File: src/rtl/mem_access_ctrl.sv
// MEM-stage data RAM initiator: byte-lane stores, stalled loads with lane extraction and extension.
// Optional stall-cycle counter is enabled by defining MEM_STALL_COUNT_EN.
module mem_access_ctrl #(
   parameter int unsigned len           = 32,
   parameter int unsigned RAM_ADDR_BITS = 10,
   parameter int unsigned READ_LATENCY  = 2
) (
   input  logic                     i_clk,
   input  logic                     i_rst,
   input  logic                     i_mem_read,
   input  logic                     i_mem_write,
   input  logic [1:0]               i_size,
   input  logic                     i_unsigned,
   input  logic [len-1:0]           i_address,
   input  logic [len-1:0]           i_write_data,
   output logic [len-1:0]           o_read_data,
   output logic                     o_stall,
   output logic                     o_misaligned,
   output logic [RAM_ADDR_BITS-1:0] o_ram_addr,
   output logic [len-1:0]           o_ram_din,
   output logic [3:0]               o_ram_we,
   output logic                     o_ram_en,
   output logic                     o_ram_regce,
   input  logic [len-1:0]           i_ram_dout,
   output logic [31:0]              o_stall_count
);

   typedef enum logic [1:0] {IDLE = 2'd0, WAIT = 2'd1, DONE = 2'd2} state_t;

   state_t                   state_q, state_d;
   logic [1:0]               cnt_q, cnt_d;
   logic [1:0]               lane_q, lane_d;
   logic [1:0]               size_q, size_d;
   logic                     uns_q, uns_d;
   logic [RAM_ADDR_BITS-1:0] waddr_q, waddr_d;
   logic [len-1:0]           rdata_q, rdata_d;

   logic                     is_half, is_word, misaligned;
   logic [len-1:0]           lane_data, ext_data;
   logic                     unused_addr;

   assign unused_addr = ^i_address[len-1:RAM_ADDR_BITS+2];

   assign is_half    = (i_size == 2'b01);
   assign is_word    = i_size[1];
   assign misaligned = (is_half & i_address[0]) | (is_word & (i_address[1:0] != 2'b00));

   // Shift the addressed lane down to bit 0, then extend according to the latched size.
   always_comb begin
      lane_data = i_ram_dout >> {lane_q, 3'b000};
      case (size_q)
         2'b00:   ext_data = uns_q ? {24'h0, lane_data[7:0]}
                                   : {{24{lane_data[7]}}, lane_data[7:0]};
         2'b01:   ext_data = uns_q ? {16'h0, lane_data[15:0]}
                                   : {{16{lane_data[15]}}, lane_data[15:0]};
         default: ext_data = lane_data;
      endcase
   end

   always_comb begin
      case (i_size)
         2'b00:   o_ram_din = {4{i_write_data[7:0]}};
         2'b01:   o_ram_din = {2{i_write_data[15:0]}};
         default: o_ram_din = i_write_data;
      endcase
   end

   always_comb begin
      state_d      = state_q;
      cnt_d        = cnt_q;
      lane_d       = lane_q;
      size_d       = size_q;
      uns_d        = uns_q;
      waddr_d      = waddr_q;
      rdata_d      = rdata_q;
      o_stall      = 1'b0;
      o_misaligned = 1'b0;
      o_ram_en     = 1'b0;
      o_ram_we     = 4'b0000;
      o_ram_regce  = 1'b0;
      o_ram_addr   = (state_q == IDLE) ? i_address[RAM_ADDR_BITS+1:2] : waddr_q;

      // Outputs are gated by reset so an aborted load drops the stall immediately.
      if (!i_rst) begin
         case (state_q)
            IDLE: begin
               if (i_mem_write) begin
                  if (misaligned) begin
                     o_misaligned = 1'b1;
                  end else begin
                     o_ram_en = 1'b1;
                     case (i_size)
                        2'b00:   o_ram_we = 4'b0001 << i_address[1:0];
                        2'b01:   o_ram_we = 4'b0011 << i_address[1:0];
                        default: o_ram_we = 4'b1111;
                     endcase
                  end
               end else if (i_mem_read) begin
                  if (misaligned) begin
                     o_misaligned = 1'b1;
                  end else begin
                     o_ram_en = 1'b1;
                     o_stall  = 1'b1;
                     lane_d   = i_address[1:0];
                     size_d   = i_size;
                     uns_d    = i_unsigned;
                     waddr_d  = i_address[RAM_ADDR_BITS+1:2];
                     cnt_d    = 2'(READ_LATENCY - 1);
                     state_d  = WAIT;
                  end
               end
            end
            WAIT: begin
               o_stall     = 1'b1;
               o_ram_regce = (READ_LATENCY == 2);
               if (cnt_q == 2'd0) begin
                  rdata_d = ext_data;
                  state_d = DONE;
               end else begin
                  cnt_d = cnt_q - 2'd1;
               end
            end
            DONE: begin
               state_d = IDLE;
            end
            default: begin
               state_d = IDLE;
            end
         endcase
      end
   end

   always_ff @(posedge i_clk or posedge i_rst) begin
      if (i_rst) begin
         state_q <= IDLE;
         cnt_q   <= '0;
         lane_q  <= '0;
         size_q  <= '0;
         uns_q   <= 1'b0;
         waddr_q <= '0;
         rdata_q <= '0;
      end else begin
         state_q <= state_d;
         cnt_q   <= cnt_d;
         lane_q  <= lane_d;
         size_q  <= size_d;
         uns_q   <= uns_d;
         waddr_q <= waddr_d;
         rdata_q <= rdata_d;
      end
   end

   assign o_read_data = rdata_q;

`ifdef MEM_STALL_COUNT_EN
   logic [31:0] stall_cnt_q;

   always_ff @(posedge i_clk or posedge i_rst) begin
      if (i_rst) stall_cnt_q <= '0;
      else       stall_cnt_q <= stall_cnt_q + 32'(o_stall);
   end

   assign o_stall_count = stall_cnt_q;
`else
   assign o_stall_count = '0;
`endif

endmodule
File: config.mk
export PLATFORM = sky130hd
export DESIGN_NAME = mem_access_ctrl
export DESIGN_NICKNAME = d
export VERILOG_FILES = /design/src/rtl/mem_access_ctrl.sv
export SDC_FILE = /design/constraint.sdc
export NUM_CORES = 1
export LEC_CHECK = 0
export ABC_AREA = 1
export BUFFER_PORTS_ARGS = -buffer_cell sky130_fd_sc_hd__clkbuf_2
export CAP_MARGIN = 10
export CORE_AREA = 2 2 87 105
export CTS_CLUSTER_DIAMETER = 150
export CTS_CLUSTER_SIZE = 30
export DETAILED_ROUTE_END_ITERATION = 12
export DIE_AREA = 0 0 89 107
export GPL_TIMING_DRIVEN = 0
export PLACE_DENSITY = 0.8
export SETUP_SLACK_MARGIN = 0.3
export SYNTH_ARGS = -nofsm -noshare
export SYNTH_HDL_FRONTEND = slang
export SYNTH_SLANG_ARGS = --single-unit
export TNS_END_PERCENT = 20
File: constraint.sdc
create_clock -name i_clk -period 3.8 [get_ports i_clk]
set_clock_uncertainty 0.05 [all_clocks]
set_input_delay 0.76 -clock i_clk [delete_from_list [all_inputs] [get_ports i_clk]]
set_output_delay 0.76 -clock i_clk [all_outputs]
set_load 0.02 [all_outputs]
After elaboration in Yosys (flattened, before gate mapping)
Index checks and enable logic that the tools add are counted.
{ "word_totals": {"reg_bits": 51, "romBits": 0, "memories": 0, "in_bits": 103, "latch_bits": 0, "mem_bits_rw": 0} }
{ "op_classes": {"bitwise_logic": 6, "n_eq_ne": 8, "shift": 3, "div_mod_pow": 0, "n_addsub": 1, "mux": 32, "n_reduce_logical": 10, "multipliers": 0, "n_lt_le_gt_ge": 0} }
{ "op_table": {"columns": ["cell", "count"], "rows": [
  ["case mux 32 bit (2 select lines)", 2],
  ["two-way mux 32 bit", 2],
  ["right shift 32 x 5 -> 32 bit", 1],
  ["two-way mux 4 bit", 4],
  ["two-way mux 1 bit", 14],
  ["two-way mux 10 bit", 1],
  ["two-way mux 2 bit", 5],
  ["inequality test 2 bit, second input constant", 5],
  ["AND reduction 5 bit", 2],
  ["logical NOT 2 bit", 4],
  ["case mux 2 bit (2 select lines)", 2],
  ["case mux 4 bit (2 select lines)", 1],
  ["== test 2 x 1 -> 1 bit, second input constant", 3],
  ["AND reduction 6 bit", 1],
  ["nonzero test 2 bit", 2],
  ["<< shifter 1 x 2 -> 4 bit, first input constant", 1],
  ["<< shifter 2 x 2 -> 4 bit, first input constant", 1],
  ["NOT 1 bit", 3],
  ["AND reduction 3 bit", 1],
  ["bitwise AND 1 bit", 2],
  ["case mux 1 bit (2 select lines)", 1],
  ["subtractor 2 x 1 -> 2 bit, second input constant", 1],
  ["OR 1 bit", 1]
]} }

Logic depth before layout (Yosys ltp)
Gate-level depths: netlist (run 1).
{ "logic_depth": {"word_depth": 8, "mapped_depth": 10, "ltp_nobuf": 9} }

Worst setup path before layout (run 1)
OpenSTA, ideal clock, no wires.
{ "synth_path": {"kind": "input to output", "start": "in i_rst", "end": "out o_ram_we[0]", "stages": 5, "t_arrival_ps": 2812, "setup_slack_ps": 178, "required_time_ps": 2990, "cell_sequence": "inv_1 -> nand2_1 -> nor2_1 -> inv_1 -> nor3_1"} }
{ "synth_via": {"elab_chain_len": 1} }
{ "synth_lines": {"columns": ["item", "line", "rtl"], "rows": [
  ["from (decl)", "9", "input logic i_rst,"],
  ["two-way mux 4 bit", "84", "if (!i_rst) begin"],
  ["to (decl)", "21", "output logic [3:0] o_ram_we,"]
]} }
No other way between the ends.

Worst setup path in the final report (run 1)
{ "layout_path": {"start": "in i_rst", "end": "out o_stall"} }
{ "layout_via": {"elab_chain_len": 1} }
{ "layout_lines": {"columns": ["item", "line", "rtl"], "rows": [
  ["two-way mux 1 bit", "84", null],
  ["to (decl)", "17", "output logic o_stall,"]
]} }
No other way between the ends.

==> implementation parameters, run 1 <==
Parameter                              Value

Timing
  Total negative slack    0 ns
  Slew Limit Headroom    48.05%
  Fin crit share    77.90%
  Number of slew-limit violations in the final report    0
  Achievable Freq    337.8 MHz
  Count of endpoints failing setup in the final report    0
  Unrepaired setup endpoints after global routing    no
  Post-route minimum period    2.960 ns
  Post-route setup slack    0.8397 ns
  Slew at the pin with the worst max-slew slack    ~0.77 ns
  Hold Fails Final Rpt    0

Clock tree
  Number of buffers on the longest clock path    2
  Worst skew pair latency    0.32 ns
  CTS Sinks    ~50
  Number of clock buffers inserted by TritonCTS    5
  Number of buffers inserted by post-CTS setup repair    0
  Number of H-tree levels    2
  Hold buffers post-CTS    0
  Cell at the root of the clock tree    sky130_fd_sc_hd__clkbuf_8
  Clock Pin Slew Worst Setup and Hold Paths    0.10 ns
  Clock tree from TritonCTS    built
  Post-cts sizing count    0

Layout
  Post-layout net count    just under 900
  Synth-to-Final Area Change    32.20%
  Share of post-route cells with drive strength above 1    31.99%
  Core Util, Final    57.77%
  Top library cells by usage in the layout, fill and taps aside    sky130_fd_sc_hd__nand2_1, sky130_fd_sc_hd__clkbuf_2, sky130_fd_sc_hd__nor2_1
  Most common cell after layout, fill and taps aside    sky130_fd_sc_hd__nand2_1
  Filler Cell Count    856
  Post-route cell area    0.004921 mm²
  Diodes inserted    0

GRT
  Global-route usage over all layers    24.80%
  Via count of the first global-routing pass    roughly 4,100
  Wire length of the first global-routing pass    about 19,000 µm
  Largest net degree at the start of global routing    30
  Global-route congestion overflow total    0
  Antenna violations before repair    0

Drt
  DRC marker count from the first detailed-route iteration    171
  Overall via count from detail_route    4,213
  DRT Wirelength    roughly 12,000 µm
  DRC Markers    0
  Routed Antenna Nets    0
  1st-pass router iterations    8
  Vias per cell    4.739
  Detailed-route wire length per cell    ~13 µm

Synthesis
  Fraction of synthesis flops using an asynchronous set or reset pin    between 90% and 100%
  Sequential area share after synthesis    34.29%
  Combined area of all synthesized cells    around 0.0037 mm²
  Post-Synthesis Cells    567
  Primary FF master, synth    sky130_fd_sc_hd__dfrtp_1
  Number of enable flip-flop cells after synthesis    0
  Number of distinct library cells after synthesis    28
  Count of yosys warnings during synthesis    0
  Mean Syn Cell Area    6.565 µm²
  Synthesized flop and latch total    51

Floorplanning
  Overall die height    107 µm
  Chip width    approximately 89 µm
  Initial Utilization    around 44%
  I/O pin cnt    217
  Core Box Area    0.008518 mm²
  Total Die Area    between 0.009 and 0.01 mm²
  Number of rows in the core area    37

Worst setup path
  Worst-path maximum fanout    15
  Arrival time at the worst endpoint    2.15 ns
  Kind of start point of the critical path    input port
  Data required time of the worst path    about 3.0 ns
  Kind of end point of the critical path    output port
  Crit Path Class    input port to output port

Place
  Placed Area    0.004810 mm²
  Setup WS pre-CTS    -0.03476 ns
  RD Place Congestion    about 0.94
  Placed wire-length estimate    9490 µm
  Port-buffer cells    164

Pwr
  Power Density    687.0 mW/mm²
  Leak pwr    2.953 nW
  Worst IR drop on VDD    0.4316 mV

Worst hold path
  Class of the tightest hold or removal check    register to register

Flow run
  Max Cap Violations    0

Status
  Result of the run    completed
[state kept, by name, indices dropped and copies added, names as in the netlist]
| register | flops |
|---|---|
| lane_q | 2 |
| state_q | 2 |
| cnt_q | 2 |
| waddr_q | 10 |
| o_read_data | 32 |
| uns_q | 1 |
| size_q | 2 |
[synthesized netlist by cell type (2+ instances only)]
cell type | number | share of area, %
sky130_fd_sc_hd__inv_1 | 52 | 5.2
sky130_fd_sc_hd__inv_2 | 5 | 0.50
sky130_fd_sc_hd__nand2_2 | 4 | 0.67
sky130_fd_sc_hd__buf_4 | 44 | 8.9
sky130_fd_sc_hd__buf_6 | 9 | 2.7
sky130_fd_sc_hd__nand2_1 | 197 | 20
sky130_fd_sc_hd__buf_2 | 4 | 0.54
sky130_fd_sc_hd__or2_0 | 15 | 2.5
sky130_fd_sc_hd__clkbuf_1 | 7 | 0.71
sky130_fd_sc_hd__nand4_1 | 2 | 0.34
sky130_fd_sc_hd__o21ai_1 | 6 | 0.81
sky130_fd_sc_hd__nor2_4 | 2 | 0.60
sky130_fd_sc_hd__nor2_1 | 59 | 5.9
sky130_fd_sc_hd__buf_1 | 2 | 0.20
sky130_fd_sc_hd__dfrtp_1 | 51 | 34
sky130_fd_sc_hd__o211ai_1 | 14 | 2.8
sky130_fd_sc_hd__a21oi_1 | 19 | 2.6
sky130_fd_sc_hd__nor3_1 | 2 | 0.27
sky130_fd_sc_hd__nand3_1 | 47 | 6.3
sky130_fd_sc_hd__o21ai_0 | 18 | 2.4
[path summary, 6_finish.rpt]
kind / start / to / slack [ns] / cells after the start
worst max-delay path: i_rst / o_stall / 0.84 / 8
worst min-delay path: waddr_q[9]$_DFFE_PP0P_ / waddr_q[9]$_DFFE_PP0P_ / 0.43 / 2
worst max register to register: lane_q[1]$_DFFE_PP0P_ / o_read_data[10]$_DFFE_PP0P_ / 2.19 / 7
worst min register to register: waddr_q[9]$_DFFE_PP0P_ / waddr_q[9]$_DFFE_PP0P_ / 0.43 / 2
max in group asynchronous: i_rst / state_q[0]$_DFFE_PP0P_ / 2.67 / 2
min in group asynchronous: i_rst / waddr_q[9]$_DFFE_PP0P_ / 0.50 / 2
[per-layer routing]
layer	up-vias	global-route usage (%)	share of wire, %
li1	2100	-	-
met1	1880	28.23	39
met2	199	45.95	51
met3	34	3.387	6.9
met4	0	8.955	3.4
met5	-	0	0
[critical path, stage by stage]
cell and delay, ns:
sky130_fd_sc_hd__clkbuf_2 0.24, sky130_fd_sc_hd__clkinvlp_4 0.36, sky130_fd_sc_hd__nand2_1 0.21, sky130_fd_sc_hd__nor2_2 0.07, sky130_fd_sc_hd__nand2_2 0.10, sky130_fd_sc_hd__buf_6 0.15, sky130_fd_sc_hd__o21ai_0 0.10, sky130_fd_sc_hd__clkbuf_2 0.17
[per-stage QoR]
stage | instances | total power [mW] | hold slack (ns)
after floorplan | 598 | 2.407 | 0.3880
after global placement | 879 | 3.006 | 0.4031
final | 889 | 3.381 | 0.4345
after detailed placement | 879 | 3.046 | 0.4083
after global routing | 889 | 3.688 | 0.4635
after CTS | 888 | 3.394 | 0.4392
[cell type report]
type	count	area [µm²]	area share, %
Multi-Input combinational cell	424	1863	37.86
Inverter	57	217.7	4.424
Tap cell	117	146.4	2.975
Timing Repair inverter	2	12.51	0.2543
Sequential cell	51	1276	25.93
Clock inverter	2	16.27	0.3305
Buffer	66	485.5	9.865
Timing Repair Buffer	164	820.8	16.68
Clock buffer	6	82.58	1.678
[cell families after synthesis]
group	count (synthesis)	share of synthesized area [%]
fa+ha+maj	1	0.3361
compound gates	59	9.009
buf+inv	123	18.79
simple gates	331	37.18
mux	1	0.3025
other cells	1	0.1007
flops	51	34.29
[report_power, final]
part	switching (mW)	total [mW]	internal, mW	leakage, nW
combinational	1.37	2.08	0.712	2.29
sequential	0.153	0.956	0.804	0.616
clock	0.196	0.345	0.149	0.0474
total	1.72	3.38	1.66	2.95
[repair_timing]
action | in CTS | in global routing
pin swaps | 0 | 0
cloned | 1 | 1
endpoints found under the setup margin | 7 | 1
Power figures use the tool's default switching activity.
==> run 2: changes to the inputs <==
--- a/config.mk
+++ b/config.mk
@@ -5,16 +5,16 @@
 export SDC_FILE = /design/constraint.sdc
 export NUM_CORES = 1
 export LEC_CHECK = 0
-export ABC_AREA = 1
+export ABC_AREA = 0
 export BUFFER_PORTS_ARGS = -buffer_cell sky130_fd_sc_hd__clkbuf_2
 export CAP_MARGIN = 10
-export CORE_AREA = 2 2 87 105
+export CORE_AREA = 2 2 89 109
 export CTS_CLUSTER_DIAMETER = 150
 export CTS_CLUSTER_SIZE = 30
 export DETAILED_ROUTE_END_ITERATION = 12
-export DIE_AREA = 0 0 89 107
+export DIE_AREA = 0 0 91 111
 export GPL_TIMING_DRIVEN = 0
-export PLACE_DENSITY = 0.8
+export PLACE_DENSITY = 0.76
 export SETUP_SLACK_MARGIN = 0.3
 export SYNTH_ARGS = -nofsm -noshare
 export SYNTH_HDL_FRONTEND = slang
==> constraint.sdc (replaced) <==
create_clock -name i_clk -period 2.7 [get_ports i_clk]
set_clock_uncertainty 0.05 [all_clocks]
set_input_delay 0.54 -clock i_clk [delete_from_list [all_inputs] [get_ports i_clk]]
set_output_delay 0.54 -clock i_clk [all_outputs]
set_load 0.02 [all_outputs]
==> run 2 against run 1 <==
Net effect:
- worst setup slack got worse by 0.48 ns
- power rose by 35%
- largest cell class unchanged
- sequential share of layout area rose by 0.96 points
- die area rose by 6.1%
- area after synthesis fell by 7.3%
- critical path depth fell by 3
- sequential cell count did not move
- global-route usage fell by 2.9 points
- clock-buffer cell count did not move
- critical path type unchanged
- register-to-register slack got worse by 1.4 ns
- first-iteration DRC count fell by 43%
- hold slack got worse by 0.20 ns
==> implementation parameters, run 2 <==
Parameter                              Value

GRT
  Wire length of the first global-routing pass    about 18,000 µm
  Antenna violations before repair    0
  Global-route usage over all layers    between 20% and 30%
  Global-route congestion overflow total    0
  Largest net degree at the start of global routing    37
  Via count of the first global-routing pass    around 3,300

Timing
  Post-route minimum period    2.342 ns
  Slew at the pin with the worst max-slew slack    between 0.7 and 0.8 ns
  Count of endpoints failing setup in the final report    0
  Achievable Freq    ~430 MHz
  Post-route setup slack    0.3575 ns
  Fin crit share    86.76%
  Smallest hold slack    approximately 0.24 ns
  Unrepaired setup endpoints after global routing    yes
  Slew Limit Headroom    51.10%
  Number of slew-limit violations in the final report    0
  Total negative slack    0 ns
  Hold Fails Final Rpt    0

Floorplanning
  Number of rows in the core area    39
  Core Box Area    0.009174 mm²
  Chip width    between 90 and 100 µm
  Total Die Area    0.01010 mm²
  Initial Utilization    a little under two fifths
  I/O pin cnt    217
  Overall die height    around 110 µm

Worst setup path
  Count of cells along the worst register-to-register path    8
  Kind of end point of the critical path    output port
  List of cells traversed by the critical path    clkbuf_2, buf_1, mux2i_1, o21ai_0, clkbuf_2
  Kind of start point of the critical path    input port
  R2R Setup Slk    0.75 ns
  CP max stage cell    sky130_fd_sc_hd__buf_1
  Reg2reg start    cnt_q[0]$_DFFE_PP0P_
  CP peak stage delay    0.53 ns
  Dominant cell type by count on the critical path    sky130_fd_sc_hd__clkbuf_2
  Crit Path Class    input port to output port
  Worst-path maximum fanout    10
  Data required time of the worst path    between 2 and 2.5 ns
  Arrival time at the worst endpoint    1.75 ns
  FF-to-FF End    o_read_data[18]$_DFFE_PP0P_

Synthesis
  Main combinational cell family by area after synthesis    multiplexers
  Most frequent cell after synthesis    sky130_fd_sc_hd__dfrtp_1
  Compound-gate portion of the synthesized area    8.989%
  Area share of xor/xnor cells in the synthesized design    less than 1%
  Largest area contributor in the synthesized netlist    sky130_fd_sc_hd__dfrtp_1
  Largest cells by area after synthesis    sky130_fd_sc_hd__dfrtp_1, sky130_fd_sc_hd__mux2_2, sky130_fd_sc_hd__buf_4
  Synth Area in Adders    less than 1%
  Sequential area share after synthesis    36.97%
  Synth Area in Simple Gates    16.71%
  Most frequent cells after synthesis    sky130_fd_sc_hd__dfrtp_1, sky130_fd_sc_hd__mux2_2, sky130_fd_sc_hd__buf_4
  Synthesized flop and latch total    51
  Post-Synthesis Cells    376
  Number of enable flip-flop cells after synthesis    0
  Primary FF master, synth    sky130_fd_sc_hd__dfrtp_1
  Number of distinct library cells after synthesis    40
  Count of yosys warnings during synthesis    0
  Share of the synthesized area in the top cell type    36.97%
  Combined area of all synthesized cells    ~0.0035 mm²
  Mux cell area share after synthesis    24.28%
  Fraction of synthesis flops using an asynchronous set or reset pin    100.0%
  Mean Syn Cell Area    around 9.2 µm²

Drt
  DRC marker count from the first detailed-route iteration    97
  1st-pass router iterations    4
  Detailed-route wire length per cell    15.77 µm
  DRC Markers    0
  Overall via count from detail_route    3,403
  DRT Wirelength    11,070 µm
  Routed Antenna Nets    0
  Vias per cell    4.848

Layout
  Diodes inserted    0
  Share of post-route cells with drive strength above 1    48.19%
  Post-route cell area    roughly 0.0047 mm²
  Filler Cell Count    874
  Most common cell after layout, fill and taps aside    sky130_fd_sc_hd__clkbuf_2
  Synth-to-Final Area Change    37.48%
  Number of non-filler instances in the completed layout    roughly 700
  Core Util, Final    51.73%
  Flip-flop count of the largest register, all copies and words added    32
  Top library cells by usage in the layout, fill and taps aside    sky130_fd_sc_hd__clkbuf_2, sky130_fd_sc_hd__dfrtp_1, sky130_fd_sc_hd__mux2_2
  Post-layout net count    682

Clock tree
  Number of buffers inserted by post-CTS setup repair    0
  Clock tree from TritonCTS    built
  Clock Pin Slew Worst Setup and Hold Paths    0.07 ns
  Hold buffers post-CTS    0
  Number of buffers on the longest clock path    2
  Cell at the root of the clock tree    sky130_fd_sc_hd__clkbuf_16
  Worst skew pair latency    0.29 ns
  CTS Sinks    51
  Number of clock buffers inserted by TritonCTS    5
  Post-cts sizing count    2
  Number of H-tree levels    2

Pwr
  Power Density    964.4 mW/mm²
  Relative contribution of combinational cells to total power    54.3%
  Relative contribution of the clock network to total power    16.7%
  Total power consumption of the routed design    4.577 mW
  Portion of total power attributed to sequential cells    between 20% and 30%
  Internal cell power    roughly 2.6 mW
  Switching component of the power    2.026 mW
  Worst IR drop on VDD    roughly 0.50 mV
  Leak pwr    2.544 nW
  Switching power share of the total    44.27%

Place
  RD Place Congestion    0.8287
  Port-buffer cells    163
  Placed Area    approximately 0.0046 mm²
  Post-placement cell count    about 700
  Setup WS pre-CTS    0.09904 ns
  Placed wire-length estimate    9190 µm

Status
  Result of the run    completed

Flow run
  Max Cap Violations    0

Worst hold path
  Class of the tightest hold or removal check    input port to async pin
run 2: changes by cell type in the layout (fill, tap and decap cells not counted), sizes merged, moves of 4 or more:
cell and delta:
o211ai -12, nand2 -163, buf -6, mux2 +48, clkinvlp -4, and2 +7, nand3 -16, mux2i +26
or2 -15, inv -51, nor2 -33
run 2: cell type report:
class	count	area (µm²)	share of cell area [%]
Multi-Input combinational cell	289	1874	39.49
Sequential cell	51	1276	26.89
Timing Repair Buffer	164	835.8	17.61
Buffer	63	412.9	8.700
Tap cell	123	153.9	3.243
Clock buffer	6	138.9	2.926
Clock inverter	2	38.79	0.8173
Inverter	4	15.01	0.3164
run 2: layer usage:
layer / wire (µm) / up-vias / global-route usage (%) / share of wire [%]
li1: - / 1648 / - / -
met1: 4374 / 1589 / 24.97 / 40
met2: 5830 / 152 / 41.58 / 53
met3: 729 / 14 / 4.147 / 6.6
met4: 138 / 0 / 5.051 / 1.2
met5: 0 / - / 0 / 0
run 2: power by group through the flow:
stage	clock [mW]	combinational, mW	sequential (mW)
after CTS	0.769	2.50	1.33
after floorplan	0	1.45	1.56
after detailed placement	0	2.50	1.34
final	0.764	2.49	1.33
after global routing	0.801	2.69	1.37
after global placement	0	2.45	1.32
run 2: worst max-delay path by stage:
stage,startpoint,to,slack [ns],depth (start not counted)
final,i_size[0],o_ram_din[29],0.36,5
after global routing,i_size[1],o_ram_din[31],0.27,6
after CTS,i_size[1],o_ram_din[8],0.26,4
after detailed placement,i_size[1],o_ram_din[21],0.1,5
after global placement,i_rst,o_read_data[3]$_DFFE_PP0P_,0.15,2
after floorplan,i_size[1],o_ram_we[1],0.53,3
run 2: cell families after synthesis:
kind of cell / count (synthesis)
other: 1
flip-flops: 51
buffers and inverters: 67
XOR/XNOR: 1
multiplexers: 76
AO/OA/AOI/OAI: 55
AND/OR/NAND/NOR: 124
adder cells (fa/ha/maj): 1
run 2: critical path: cells and delay by family:
kind | cells | cell delay (ns)
muxes | 1 | 0.16
AOI/OAI and AO/OA | 1 | 0.20
buffers and inverters | 3 | 0.86
==> run 3: changes to the inputs <==
--- a/config.mk
+++ b/config.mk
@@ -8,13 +8,14 @@
 export ABC_AREA = 0
 export BUFFER_PORTS_ARGS = -buffer_cell sky130_fd_sc_hd__clkbuf_2
 export CAP_MARGIN = 10
-export CORE_AREA = 2 2 89 109
+export CORE_AREA = 2 2 88 107
+export CTS_BUF_LIST = sky130_fd_sc_hd__clkbuf_4
 export CTS_CLUSTER_DIAMETER = 150
 export CTS_CLUSTER_SIZE = 30
 export DETAILED_ROUTE_END_ITERATION = 12
-export DIE_AREA = 0 0 91 111
+export DIE_AREA = 0 0 90 109
 export GPL_TIMING_DRIVEN = 0
-export PLACE_DENSITY = 0.76
+export PLACE_DENSITY = 0.78
 export SETUP_SLACK_MARGIN = 0.3
 export SYNTH_ARGS = -nofsm -noshare
 export SYNTH_HDL_FRONTEND = slang
==> run 3 against run 2 <==
Net effect:
- combinational power down 2%
- sequential power about the same
- wire length decreased by 4.4%
- power decreased by 9.7%
- die area is 2.9% lower
- clock power is 54% lower
- highest routed layer unchanged
- fmax shrank 0.19%
- clock-buffer cell count decreased by 1
- largest cell class unchanged
- non-clock buffer count unchanged
- worst setup slack lost 0.0044 ns
==> implementation parameters, run 3 (same netlist as run 2, synthesis figures left out) <==
Parameter                              Value

Timing
  Total negative slack    0 ns
  Count of endpoints failing setup in the final report    0
  Unrepaired setup endpoints after global routing    yes
  Hold Fails Final Rpt    0
  Number of slew-limit violations in the final report    0
  Fin crit share    86.92%
  Slew at the pin with the worst max-slew slack    approximately 0.7 ns
  Achievable Freq    426.1 MHz
  Post-route minimum period    approximately 2.3 ns
  Slew Limit Headroom    53.31%

Drt
  DRC marker count from the first detailed-route iteration    188
  DRC Markers    0
  Vias per cell    about 5
  Overall via count from detail_route    between 3,000 and 4,000
  Routed Antenna Nets    0
  1st-pass router iterations    4
  Detailed-route wire length per cell    15.16 µm
  DRT Wirelength    around 11,000 µm

Layout
  Flip-flop count of the largest register, all copies and words added    32
  Synth-to-Final Area Change    34.03%
  Most common cell after layout, fill and taps aside    sky130_fd_sc_hd__clkbuf_2
  Share of post-route cells with drive strength above 1    48.62%
  Area used by multi-input combinational logic    around 0.0019 mm²
  Post-route cell area    around 0.0046 mm²
  Top library cells by usage in the layout, fill and taps aside    sky130_fd_sc_hd__clkbuf_2, sky130_fd_sc_hd__dfrtp_1, sky130_fd_sc_hd__mux2_2
  Diodes inserted    0
  Filler Cell Count    843
  Sequential cell area    ~0.0013 mm²
  Post-layout net count    682

Worst setup path
  CP max stage cell    sky130_fd_sc_hd__dfrtp_1
  FF-to-FF End    o_read_data[13]$_DFFE_PP0P_
  Kind of end point of the critical path    output port
  Count of cells along the worst register-to-register path    6
  Reg2reg start    state_q[1]$_DFFE_PP0P_
  List of cells traversed by the critical path    buf_2, nor2_4, mux2_2, clkbuf_2
  Setup crit end    o_ram_addr[7]
  Arrival time at the worst endpoint    around 1.8 ns
  Worst-path maximum fanout    10
  R2R Setup Slk    0.74 ns
  Crit Path Class    register to output port
  First element of the critical path    state_q[1]$_DFFE_PP0P_
  CP peak stage delay    0.39 ns
  Data required time of the worst path    ~2.1 ns
  Kind of start point of the critical path    register

Clock tree
  Worst skew pair latency    approximately 0.37 ns
  Clock tree from TritonCTS    built
  Clock Pin Slew Worst Setup and Hold Paths    0.16 ns
  Number of buffers on the longest clock path    2
  Number of H-tree levels    2
  Number of buffers inserted by post-CTS setup repair    0
  Cell at the root of the clock tree    sky130_fd_sc_hd__clkbuf_4
  CTS Sinks    just over 50
  Hold buffers post-CTS    0
  Number of clock buffers inserted by TritonCTS    5

Floorplanning
  Overall die height    109 µm
  Number of rows in the core area    38
  Initial Utilization    39.04%
  I/O pin cnt    217
  Chip width    90 µm
  Total Die Area    0.009810 mm²
  Core Box Area    0.008843 mm²

GRT
  Global-route usage over all layers    20.51%
  Antenna violations before repair    0
  Global-route congestion overflow total    0
  Via count of the first global-routing pass    3,223
  Wire length of the first global-routing pass    16,050 µm
  Largest net degree at the start of global routing    32

Pwr
  Power Density    between 800 and 900 mW/mm²
  Worst IR drop on VDD    0.4055 mV
  Leak pwr    around 2.5 nW

Place
  Placed wire-length estimate    8623 µm
  Placed Area    0.004554 mm²
  Port-buffer cells    between 150 and 200
  RD Place Congestion    0.8905

Worst hold path
  Class of the tightest hold or removal check    input port to async pin

Flow run
  Max Cap Violations    0

Status
  Result of the run    completed
[run 3: routing by layer]
| metal | vias up | routed length (µm) | track usage, % | part of all wire (%) |
|---|---|---|---|---|
| met5 | - | 0 | 0 | 0 |
| met4 | 0 | 170 | 5.714 | 1.6 |
| met3 | 14 | 951 | 5.321 | 9.0 |
| met2 | 191 | 5607 | 38.61 | 53 |
| met1 | 1592 | 3854 | 23.00 | 36 |
| li1 | 1640 | - | - | - |
[run 3: where the power goes]
group / total [mW] / internal (mW) / leakage, nW / switching (mW)
clock network: 0.349 / 0.0976 / 0.0310 / 0.251
logic: 2.44 / 0.969 / 1.83 / 1.48
registers: 1.34 / 1.11 / 0.632 / 0.227
total: 4.13 / 2.18 / 2.49 / 1.95
[run 3: critical path, delay by kind of cell (launching register included)]
family	cells	cell delay (ns)
DFF	1	0.39
muxes	1	0.38
buffers and inverters	2	0.33
and+or+nand+nor	1	0.29
[run 3: repair_timing]
action	CTS	global route
resized for setup	3	4
cloned	0	0
pin swaps	0	0
setup endpoints to repair	29	28
[run 3: how the worst min path moves through the flow]
stage	to	cells past startpoint	slack, ns	from
3_5_place_dp	o_read_data[5]$_DFFE_PP0P_	2	0.42	o_read_data[5]$_DFFE_PP0P_
4_1_cts	cnt_q[0]$_DFFE_PP0P_	2	0.19	i_rst
6_report	o_read_data[26]$_DFFE_PP0P_	2	0.18	i_rst
3_3_place_gp	o_read_data[7]$_DFFE_PP0P_	2	0.42	o_read_data[7]$_DFFE_PP0P_
5_1_grt	o_read_data[26]$_DFFE_PP0P_	2	0.22	i_rst
2_1_floorplan	cnt_q[0]$_DFFE_PP0P_	1	0.41	cnt_q[0]$_DFFE_PP0P_
[run 3: stage by stage]
stage	total power, mW	std cells	setup WS (ns)	hold WS, ns	util, %
2_1_floorplan	3.014	407	0.5323	0.4100	-
3_3_place_gp	3.720	690	0.1106	0.4229	51.27
3_5_place_dp	3.801	691	0.07324	0.4244	51.50
4_1_cts	4.152	698	0.2461	0.1854	52.16
5_1_grt	4.418	698	0.2139	0.2237	52.32
6_report	4.132	698	0.3531	0.1834	52.32
[run 3: final cells by class]
| cell class | count | share of cell area, % |
|---|---|---|
| plain buffers | 63 | 8.951 |
| clock buffers | 5 | 0.8112 |
| clock inverters | 2 | 0.2975 |
| inverters | 4 | 0.3245 |
| multi-input cells | 289 | 40.72 |
| flip-flops and latches | 51 | 27.58 |
| well taps | 120 | 3.245 |
| repair buffers | 164 | 18.06 |
